`src/rtl/jtdsp16_sio_rx_if.sv`:
```
// ============================================================================
//  Module      : jtdsp16_sio_rx_if
//  Description : Signal bundle between a jtdsp16 serial output port and its
//                receiver (jtdsp16_sio_rx).
//                  serial side : ock, sdo, sadd
//                  config      : cfg_len16, cfg_msb, addr_en, my_addr
//                  host side   : rx_data, rx_addr, rx_valid, rx_rd
//                  status      : ovr, sync_err, err_clr
//                master = driver of the serial lines / host (core + host),
//                slave  = the receiver.
//  Revision    : 1.0 - initial release
// ============================================================================
`default_nettype none

interface jtdsp16_sio_rx_if;
    logic        ock;
    logic        sdo;
    logic        sadd;
    logic        cfg_len16;
    logic        cfg_msb;
    logic        addr_en;
    logic [7:0]  my_addr;
    logic [15:0] rx_data;
    logic [7:0]  rx_addr;
    logic        rx_valid;
    logic        rx_rd;
    logic        ovr;
    logic        sync_err;
    logic        err_clr;

    modport master (
        output ock, sdo, sadd, cfg_len16, cfg_msb, addr_en, my_addr,
               rx_rd, err_clr,
        input  rx_data, rx_addr, rx_valid, ovr, sync_err
    );

    modport slave (
        input  ock, sdo, sadd, cfg_len16, cfg_msb, addr_en, my_addr,
               rx_rd, err_clr,
        output rx_data, rx_addr, rx_valid, ovr, sync_err
    );
endinterface

`default_nettype wire

```
`src/rtl/jtdsp16_sio_rx.sv`:
```
// ============================================================================
//  Module      : jtdsp16_sio_rx
//  Description : Receiver for the jtdsp16 serial output port. Rebuilds 8- or
//                16-bit data words plus an 8-bit address from sdo/sadd/ock,
//                optionally filters on address and queues words in a FIFO.
//  Ports       : clk  - system clock (same as the core)
//                rst  - synchronous active-high reset
//                sio  - jtdsp16_sio_rx_if.slave (serial in, config, FIFO
//                       head/pop, sticky ovr/sync_err flags, err_clr)
//  Parameters  : DEPTH    - FIFO entries, power of two, 2..16
//                IDLE_CYC - clk cycles without an ock rise before a partial
//                           word is abandoned, 2..65535
//  Revision    : 1.0 - initial release
// ============================================================================
`default_nettype none

module jtdsp16_sio_rx #(
    parameter int DEPTH    = 4,
    parameter int IDLE_CYC = 64
) (
    input  wire logic         clk,
    input  wire logic         rst,
    jtdsp16_sio_rx_if.slave   sio
);

    localparam int           c_AW       = $clog2(DEPTH);
    localparam logic [c_AW:0] c_FULL    = (c_AW+1)'(DEPTH);
    localparam logic [15:0]  c_IDLE     = 16'(IDLE_CYC);

    // ------------------------------------------------------------------
    // Registers
    // ------------------------------------------------------------------
    logic              ock_r_q, ock_l_q, sdo_r_q, sadd_r_q;
    logic [3:0]        bit_cnt_q,  bit_cnt_d;
    logic              len16_q,    len16_d;
    logic              msb_q,      msb_d;
    logic [15:0]       data_q,     data_d;
    logic [7:0]        addr_q,     addr_d;
    logic [15:0]       idle_q,     idle_d;
    logic [c_AW-1:0]   wr_ptr_q,   wr_ptr_d;
    logic [c_AW-1:0]   rd_ptr_q,   rd_ptr_d;
    logic [c_AW:0]     count_q,    count_d;
    logic              ovr_q,      ovr_d;
    logic              sync_err_q, sync_err_d;
    logic [15:0]       mem_data_q [DEPTH];
    logic [7:0]        mem_addr_q [DEPTH];

    // ------------------------------------------------------------------
    // Combinational wires
    // ------------------------------------------------------------------
    logic        w_edge, w_first, w_len16, w_msb, w_last;
    logic [15:0] w_base, w_shift, w_word;
    logic [7:0]  w_addr;
    logic        w_match, w_push_req, w_timeout;
    logic        w_full, w_pop, w_push, w_ovr_set;

    always_comb begin
        w_edge  = ock_r_q & ~ock_l_q;
        w_first = (bit_cnt_q == 4'd0);

        // The first edge of a word uses the live config; later edges use
        // the copy latched on that first edge.
        w_len16 = w_first ? sio.cfg_len16 : len16_q;
        w_msb   = w_first ? sio.cfg_msb   : msb_q;
        w_last  = w_len16 ? (bit_cnt_q == 4'd15) : (bit_cnt_q == 4'd7);

        // Starting each word from zero keeps the unused upper byte of an
        // 8-bit word clean in both bit orders.
        w_base  = w_first ? 16'h0000 : data_q;
        if (w_msb) begin
            w_shift = {w_base[14:0], sdo_r_q};
        end else begin
            w_shift            = w_base;
            w_shift[bit_cnt_q] = sdo_r_q;
        end
        w_word  = w_len16 ? w_shift : {8'h00, w_shift[7:0]};

        // Address bits arrive LSB-first on edges 0..7 only.
        w_addr  = bit_cnt_q[3] ? addr_q : {sadd_r_q, addr_q[7:1]};

        w_match    = ~sio.addr_en || (w_addr == sio.my_addr) || (w_addr == 8'hFF);
        w_push_req = w_edge & w_last & w_match;
        w_timeout  = ~w_edge && (idle_q == c_IDLE) && !w_first;

        w_full     = (count_q == c_FULL);
        w_pop      = sio.rx_rd & (count_q != '0);
        // A pop in the same cycle frees the slot a full FIFO needs.
        w_push     = w_push_req & (~w_full | w_pop);
        w_ovr_set  = w_push_req & w_full & ~w_pop;
    end

    // ------------------------------------------------------------------
    // Next-state logic
    // ------------------------------------------------------------------
    always_comb begin
        bit_cnt_d  = bit_cnt_q;
        len16_d    = len16_q;
        msb_d      = msb_q;
        data_d     = data_q;
        addr_d     = addr_q;
        idle_d     = idle_q;
        wr_ptr_d   = wr_ptr_q;
        rd_ptr_d   = rd_ptr_q;
        count_d    = count_q;

        if (w_edge) begin
            bit_cnt_d = w_last ? 4'd0 : bit_cnt_q + 4'd1;
            data_d    = w_shift;
            addr_d    = w_addr;
            idle_d    = 16'd0;
            if (w_first) begin
                len16_d = sio.cfg_len16;
                msb_d   = sio.cfg_msb;
            end
        end else if (w_timeout) begin
            bit_cnt_d = 4'd0;
            idle_d    = 16'd0;
        end else if (idle_q != c_IDLE) begin
            idle_d    = idle_q + 16'd1;
        end

        if (w_push) wr_ptr_d = wr_ptr_q + 1'b1;
        if (w_pop)  rd_ptr_d = rd_ptr_q + 1'b1;
        case ({w_push, w_pop})
            2'b10:   count_d = count_q + 1'b1;
            2'b01:   count_d = count_q - 1'b1;
            default: count_d = count_q;
        endcase

        // Set wins over clear.
        ovr_d      = (ovr_q      & ~sio.err_clr) | w_ovr_set;
        sync_err_d = (sync_err_q & ~sio.err_clr) | w_timeout;
    end

    // ------------------------------------------------------------------
    // State registers
    // ------------------------------------------------------------------
    always_ff @(posedge clk) begin
        if (rst) begin
            // ock_r/ock_l reset high so a line already high at reset exit
            // is not mistaken for a rising edge.
            ock_r_q    <= 1'b1;
            ock_l_q    <= 1'b1;
            sdo_r_q    <= 1'b0;
            sadd_r_q   <= 1'b0;
            bit_cnt_q  <= 4'd0;
            len16_q    <= 1'b0;
            msb_q      <= 1'b0;
            data_q     <= 16'h0000;
            addr_q     <= 8'h00;
            idle_q     <= 16'd0;
            wr_ptr_q   <= '0;
            rd_ptr_q   <= '0;
            count_q    <= '0;
            ovr_q      <= 1'b0;
            sync_err_q <= 1'b0;
            for (int i = 0; i < DEPTH; i++) begin
                mem_data_q[i] <= 16'h0000;
                mem_addr_q[i] <= 8'h00;
            end
        end else begin
            ock_r_q    <= sio.ock;
            ock_l_q    <= ock_r_q;
            sdo_r_q    <= sio.sdo;
            sadd_r_q   <= sio.sadd;
            bit_cnt_q  <= bit_cnt_d;
            len16_q    <= len16_d;
            msb_q      <= msb_d;
            data_q     <= data_d;
            addr_q     <= addr_d;
            idle_q     <= idle_d;
            wr_ptr_q   <= wr_ptr_d;
            rd_ptr_q   <= rd_ptr_d;
            count_q    <= count_d;
            ovr_q      <= ovr_d;
            sync_err_q <= sync_err_d;
            if (w_push) begin
                mem_data_q[wr_ptr_q] <= w_word;
                mem_addr_q[wr_ptr_q] <= w_addr;
            end
        end
    end

    // ------------------------------------------------------------------
    // Outputs
    // ------------------------------------------------------------------
    assign sio.rx_data  = mem_data_q[rd_ptr_q];
    assign sio.rx_addr  = mem_addr_q[rd_ptr_q];
    assign sio.rx_valid = (count_q != '0);
    assign sio.ovr      = ovr_q;
    assign sio.sync_err = sync_err_q;

endmodule

`default_nettype wire
```
`src/flat_wrapper.sv`:
```
// flat-port wrapper written by rule: the top's interface ports become plain ports
module jtdsp16_sio_rx_flat 
#(
    parameter int DEPTH    = 4,
    parameter int IDLE_CYC = 64
)
  (clk, rst, sio_ock, sio_sdo, sio_sadd, sio_cfg_len16, sio_cfg_msb, sio_addr_en, sio_my_addr, sio_rx_rd, sio_err_clr, sio_rx_data, sio_rx_addr, sio_rx_valid, sio_ovr, sio_sync_err);
  jtdsp16_sio_rx_if sio_i ();
  input  wire logic clk;
  input  wire logic rst;
  input wire logic [$bits(sio_i.ock)-1:0] sio_ock;
  input wire logic [$bits(sio_i.sdo)-1:0] sio_sdo;
  input wire logic [$bits(sio_i.sadd)-1:0] sio_sadd;
  input wire logic [$bits(sio_i.cfg_len16)-1:0] sio_cfg_len16;
  input wire logic [$bits(sio_i.cfg_msb)-1:0] sio_cfg_msb;
  input wire logic [$bits(sio_i.addr_en)-1:0] sio_addr_en;
  input wire logic [$bits(sio_i.my_addr)-1:0] sio_my_addr;
  input wire logic [$bits(sio_i.rx_rd)-1:0] sio_rx_rd;
  input wire logic [$bits(sio_i.err_clr)-1:0] sio_err_clr;
  output wire logic [$bits(sio_i.rx_data)-1:0] sio_rx_data;
  output wire logic [$bits(sio_i.rx_addr)-1:0] sio_rx_addr;
  output wire logic [$bits(sio_i.rx_valid)-1:0] sio_rx_valid;
  output wire logic [$bits(sio_i.ovr)-1:0] sio_ovr;
  output wire logic [$bits(sio_i.sync_err)-1:0] sio_sync_err;
  assign sio_i.ock = sio_ock;
  assign sio_i.sdo = sio_sdo;
  assign sio_i.sadd = sio_sadd;
  assign sio_i.cfg_len16 = sio_cfg_len16;
  assign sio_i.cfg_msb = sio_cfg_msb;
  assign sio_i.addr_en = sio_addr_en;
  assign sio_i.my_addr = sio_my_addr;
  assign sio_i.rx_rd = sio_rx_rd;
  assign sio_i.err_clr = sio_err_clr;
  assign sio_rx_data = sio_i.rx_data;
  assign sio_rx_addr = sio_i.rx_addr;
  assign sio_rx_valid = sio_i.rx_valid;
  assign sio_ovr = sio_i.ovr;
  assign sio_sync_err = sio_i.sync_err;
  jtdsp16_sio_rx #(.DEPTH(DEPTH), .IDLE_CYC(IDLE_CYC)) u_core (.clk(clk), .rst(rst), .sio(sio_i));
endmodule
```
`config.mk`:
```
export PLATFORM = sky130hd
export DESIGN_NAME = jtdsp16_sio_rx_flat
export DESIGN_NICKNAME = d
export VERILOG_FILES = /design/src/rtl/jtdsp16_sio_rx_if.sv /design/src/rtl/jtdsp16_sio_rx.sv /design/src/flat_wrapper.sv
export SDC_FILE = /design/constraint.sdc
export NUM_CORES = 1
export LEC_CHECK = 0
export CORE_ASPECT_RATIO = 0.7
export CORE_MARGIN = 5
export CORE_UTILIZATION = 60
export DETAILED_ROUTE_END_ITERATION = 10
export PLACE_DENSITY = 0.84
export SLEW_MARGIN = 20
export SYNTH_ARGS = -nofsm -noshare
export SYNTH_HDL_FRONTEND = slang
export SYNTH_SLANG_ARGS = --single-unit
```
`constraint.sdc`:
```
create_clock -name clk -period 5.85 [get_ports clk]
set_clock_uncertainty 0.15 [all_clocks]
set_input_delay 1.17 -clock clk [delete_from_list [all_inputs] [get_ports clk]]
set_output_delay 1.17 -clock clk [all_outputs]
set_load 0.1 [all_outputs]
```
==> metrics.md <==
| Metric | Value |
|---|---|
| Area leader, netlist | `edfxtp_1` |
| Initial antenna violation count | `0` |
| Power density over cell area | `approximately 380 nW/um^2` |
| Routed vias | `approximately 5000` |
| Pin count of the biggest net entering global routing | `55` |
| Die X | `roughly 140 um` |
| Starting density of the core | `about three fifths` |
| Synthesized area | `between 7000 and 8000 um^2` |
| R2r startpoint | `u_core.bit_cnt_q[3]` |
| Synth warn | `0` |
| Final antenna-violating net count | `0` |
| Crit path max-delay family | `compound AO/OA/AOI/OAI gates` |
| Post-route cell area | `8356 um^2` |
| Count of pins over their slew limit | `0` |
| Post-synth EDFFs | `96` |
| Fin crit period | `4.100 ns` |
| Placed cell count | `roughly 800` |
| Total grt overflow | `0` |
| Area of the core | `between 10000 and 15000 um^2` |
| Sw frac | `about a third` |
| WP depth | `7` |
| Clock tree buffer depth | `2` |
| Final hold vios | `0` |
| Cell chain of the critical path | `clkdlybuf4s50_1 > xnor2_1 > nand2_1 > a2111oi_2 > a41oi_2 > nor3_1 > a21o_1` |
| Wire per inst | `between 15 and 20 um` |
| CTS tree | `yes` |
| Mapped Cells | `roughly 630` |
| Drt initial violations | `about 470` |
| Status | `finished clean` |
| # DRC | `0` |
| Flop-to-flop setup slack | `about 1.8 ns` |
| Tot GR Track Use | `22.55%` |
| Drt pass-1 iters | `7` |
| R2R cell count | `7` |
| Htree depth | `4` |
| Hpwl dp | `approximately 10000 um` |
| Synth top area cells | `edfxtp_1 40%, dfxtp_1 17%, nor2_1 8.0%` |
| Max cap viols | `0` |
| Crit. End Element | `register` |
| Synth top area share | `39.62%` |
| Seq/Total Area, Yosys | `between 50% and 60%` |
| Synth async-reset ratio | `0%` |
| Switching power | `1034 uW` |
| CTS Hold Bufs | `0` |
| Via-to-Cell Ratio | `approximately 6` |
| Worst Setup EP | `u_core.mem_data_q[1][14]` |
| Final net count | `682` |
| Antenna cells | `0` |
| Area of placed instances | `about 7700 um^2` |
| WL final | `15560 um` |
| Maximum vdd ir drop | `about 0.28 mV` |
| Critical path launch point | `sio_my_addr[1]` |
| Clock network power share | `between 30% and 40%` |
| WS Path Type | `input port to register` |
| Die area | `between 10000 and 15000 um^2` |
| Post-Layout Cell Count | `~830` |
| Predominant post-synthesis flop cell | `edfxtp_1` |
| Clock-pin slew of the registers on the worst-case setup and hold paths | `around 0.060 ns` |
| Critical path peak fanout | `24` |
| Max Freq | `0.2439 GHz` |
| Layout cell share with drive strength beyond 1 | `12.69%` |
| Clk_lat worst skew | `0.42 ns` |
| CP max stage delay | `~0.9 ns` |
| Post-CTS setup buffers | `0` |
| Avg Inst Size Synth | `approximately 12 um^2` |
| CP required | `between 5 and 6 ns` |
| Resize count post-CTS | `0` |
| Comb pwr share | `around 25%` |
| CTS Root Cell | `clkbuf_16` |
| Worst min path class | `register to register` |
| Vias in the first global route | `roughly 4800` |
| RSZ-0062 raised after global routing | `false` |
| Total power of the final layout | `~3200 uW` |
| Worst path slowest cell | `a21o_1` |
| Crit path launch type | `input port` |
| Syn nets | `~660` |
| Tcrit/Tclk final | `between 70% and 80%` |
| Number of port buffers | `44` |
| Slew of the pin with the lowest slew margin | `1.082 ns` |
| Reg2reg end | `u_core.mem_data_q[1][14]` |
| Synth Register Bits | `about 160` |
| P&R area growth vs syn | `14.84%` |
| Setup TNS | `0 ns` |
| Die Y-Extent | `around 100 um` |
| Final Core Density | `71.00%` |
| First-pass GRT wire length | `about 25000 um` |
| Placer Congestion | `roughly 0.84` |
| # IOs | `between 40 and 50` |
| Reg power frac | `39.1%` |
| Clock Sinks | `~160` |
| Distinct cells, synth | `51` |
| Row Count | `33` |
| P_leak | `approximately 0.0028 uW` |
| Critical path arrival | `around 4.0 ns` |
| CTS buffer count | `17` |
| Buf/Inv on CP | `1` |
| Final Setup Violations | `0` |
| Int Pwr | `between 2000 and 2500 uW` |
| Slew HR | `~28%` |
==> per-layer routing <==
layer / vias to the layer above / GRT usage (%) / wire [um]
li1: 2334 / - / -
met1: 2420 / 31.72 / 6817
met2: 239 / 35.54 / 7267
met3: 17 / 5.472 / 1340
met4: 0 / 6.563 / 134
met5: - / 0 / 0
==> synthesized netlist by cell type (4+ instances only) <==
master,n
a211oi_1,28
a21o_1,4
a21oi_1,15
a22o_1,7
a22oi_1,15
buf_1,4
buf_6,7
clkbuf_1,28
dfxtp_1,61
edfxtp_1,96
ha_1,6
inv_1,17
mux2_2,5
mux2i_1,12
mux4_2,24
nand2_1,20
nand3_1,12
nor2_1,156
nor2_2,4
nor2b_1,8
nor3_1,4
o21ai_0,12
o22ai_1,8
or2_2,4
or3_1,4
xnor2_1,17
xor2_1,12
==> per-stage QoR <==
stage / setup slack [ns] / hold WS, ns
2_1_floorplan: 2.236 / 0.2835
3_3_place_gp: 1.485 / 0.3086
3_5_place_dp: 1.331 / 0.3250
4_1_cts: 1.342 / 0.3423
5_1_grt: 1.549 / 0.3729
6_report: 1.750 / 0.3422
==> cell type report <==
| type | count | area, um^2 |
|---|---|---|
| Timing Repair Buffer | 48 | 465.4 |
| Sequential cell | 157 | 4105 |
| Inverter | 17 | 63.81 |
| Clock buffer | 18 | 429.2 |
| Clock inverter | 14 | 193.9 |
| Multi-Input combinational cell | 416 | 2902 |
| Tap cell | 157 | 196.4 |
| Fill cell | 788 | 3412 |
==> kinds of logic after synthesis <==
| family | after synthesis | synth area share [%] |
|---|---|---|
| adder cells (fa/ha/maj) | 7 | 1.307 |
| AO/OA/AOI/OAI | 102 | 9.923 |
| flip-flops | 157 | 56.41 |
| multiplexers | 42 | 10.04 |
| XOR/XNOR | 29 | 3.491 |
| buffers and inverters | 59 | 3.818 |
| AND/OR/NAND/NOR | 236 | 15.01 |
==> power by group through the flow <==
| stage | sequential, uW | combinational, uW | clock (uW) |
|---|---|---|---|
| floorplan | 1260 | 654 | 0 |
| global placement | 1270 | 789 | 0 |
| detailed placement | 1280 | 801 | 0 |
| CTS | 1250 | 802 | 1170 |
| global route | 1260 | 834 | 1220 |
| finish | 1250 | 797 | 1160 |
==> sequential cells by signal, indices dropped and copies added, names as in the netlist, 2 cells and up, named ones only <==
signal / cells
u_core.addr_q: 8
u_core.rd_ptr_q: 2
u_core.mem_data_q: 64
u_core.bit_cnt_q: 4
u_core.count_q: 3
u_core.wr_ptr_q: 2
u_core.data_q: 16
u_core.mem_addr_q: 32
u_core.idle_q: 16
==> cells in the final DEF (no fill, tap or decap), types with 4 or more instances in the layout <==
master           instances
dfxtp_1                 60
or2_2                    4
nor3_1                   4
mux2i_1                 12
mux2_2                   5
buf_4                    4
o21ai_0                 12
a21o_1                   4
a22o_1                   7
o22ai_1                  8
a211oi_1                28
xnor2_1                 17
mux4_2                  24
inv_1                   17
edfxtp_1                96
nor2_1                 156
nand2_1                 20
nand3_1                 12
a21oi_1                 15
or3_1                    4
clkdlybuf4s50_1         43
nor2b_1                  7
ha_1                     6
bufinv_16                4
a22oi_1                 15
nor2_2                   4
xor2_1                  12
clkbuf_16               17
==> tightest hold or removal path: cells and delay by family (launching register included) <==
kind | cells | cell delay [ns]
AO/OA/AOI/OAI | 2 | 0.13
flip-flops | 1 | 0.32
==> how the worst min path moves through the flow <==
stage	start	endpoint	slack, ns	depth (start not counted)
floorplan	u_core.ock_r_q	u_core.ock_l_q	0.28	1
global route	u_core.idle_q[15]	u_core.idle_q[15]	0.37	2
global placement	u_core.ock_r_q	u_core.ock_l_q	0.31	1
CTS	u_core.idle_q[15]	u_core.idle_q[15]	0.34	2
finish	u_core.idle_q[15]	u_core.idle_q[15]	0.34	2
detailed placement	u_core.ock_r_q	u_core.ock_l_q	0.32	1
Power figures use the tool's default switching activity.
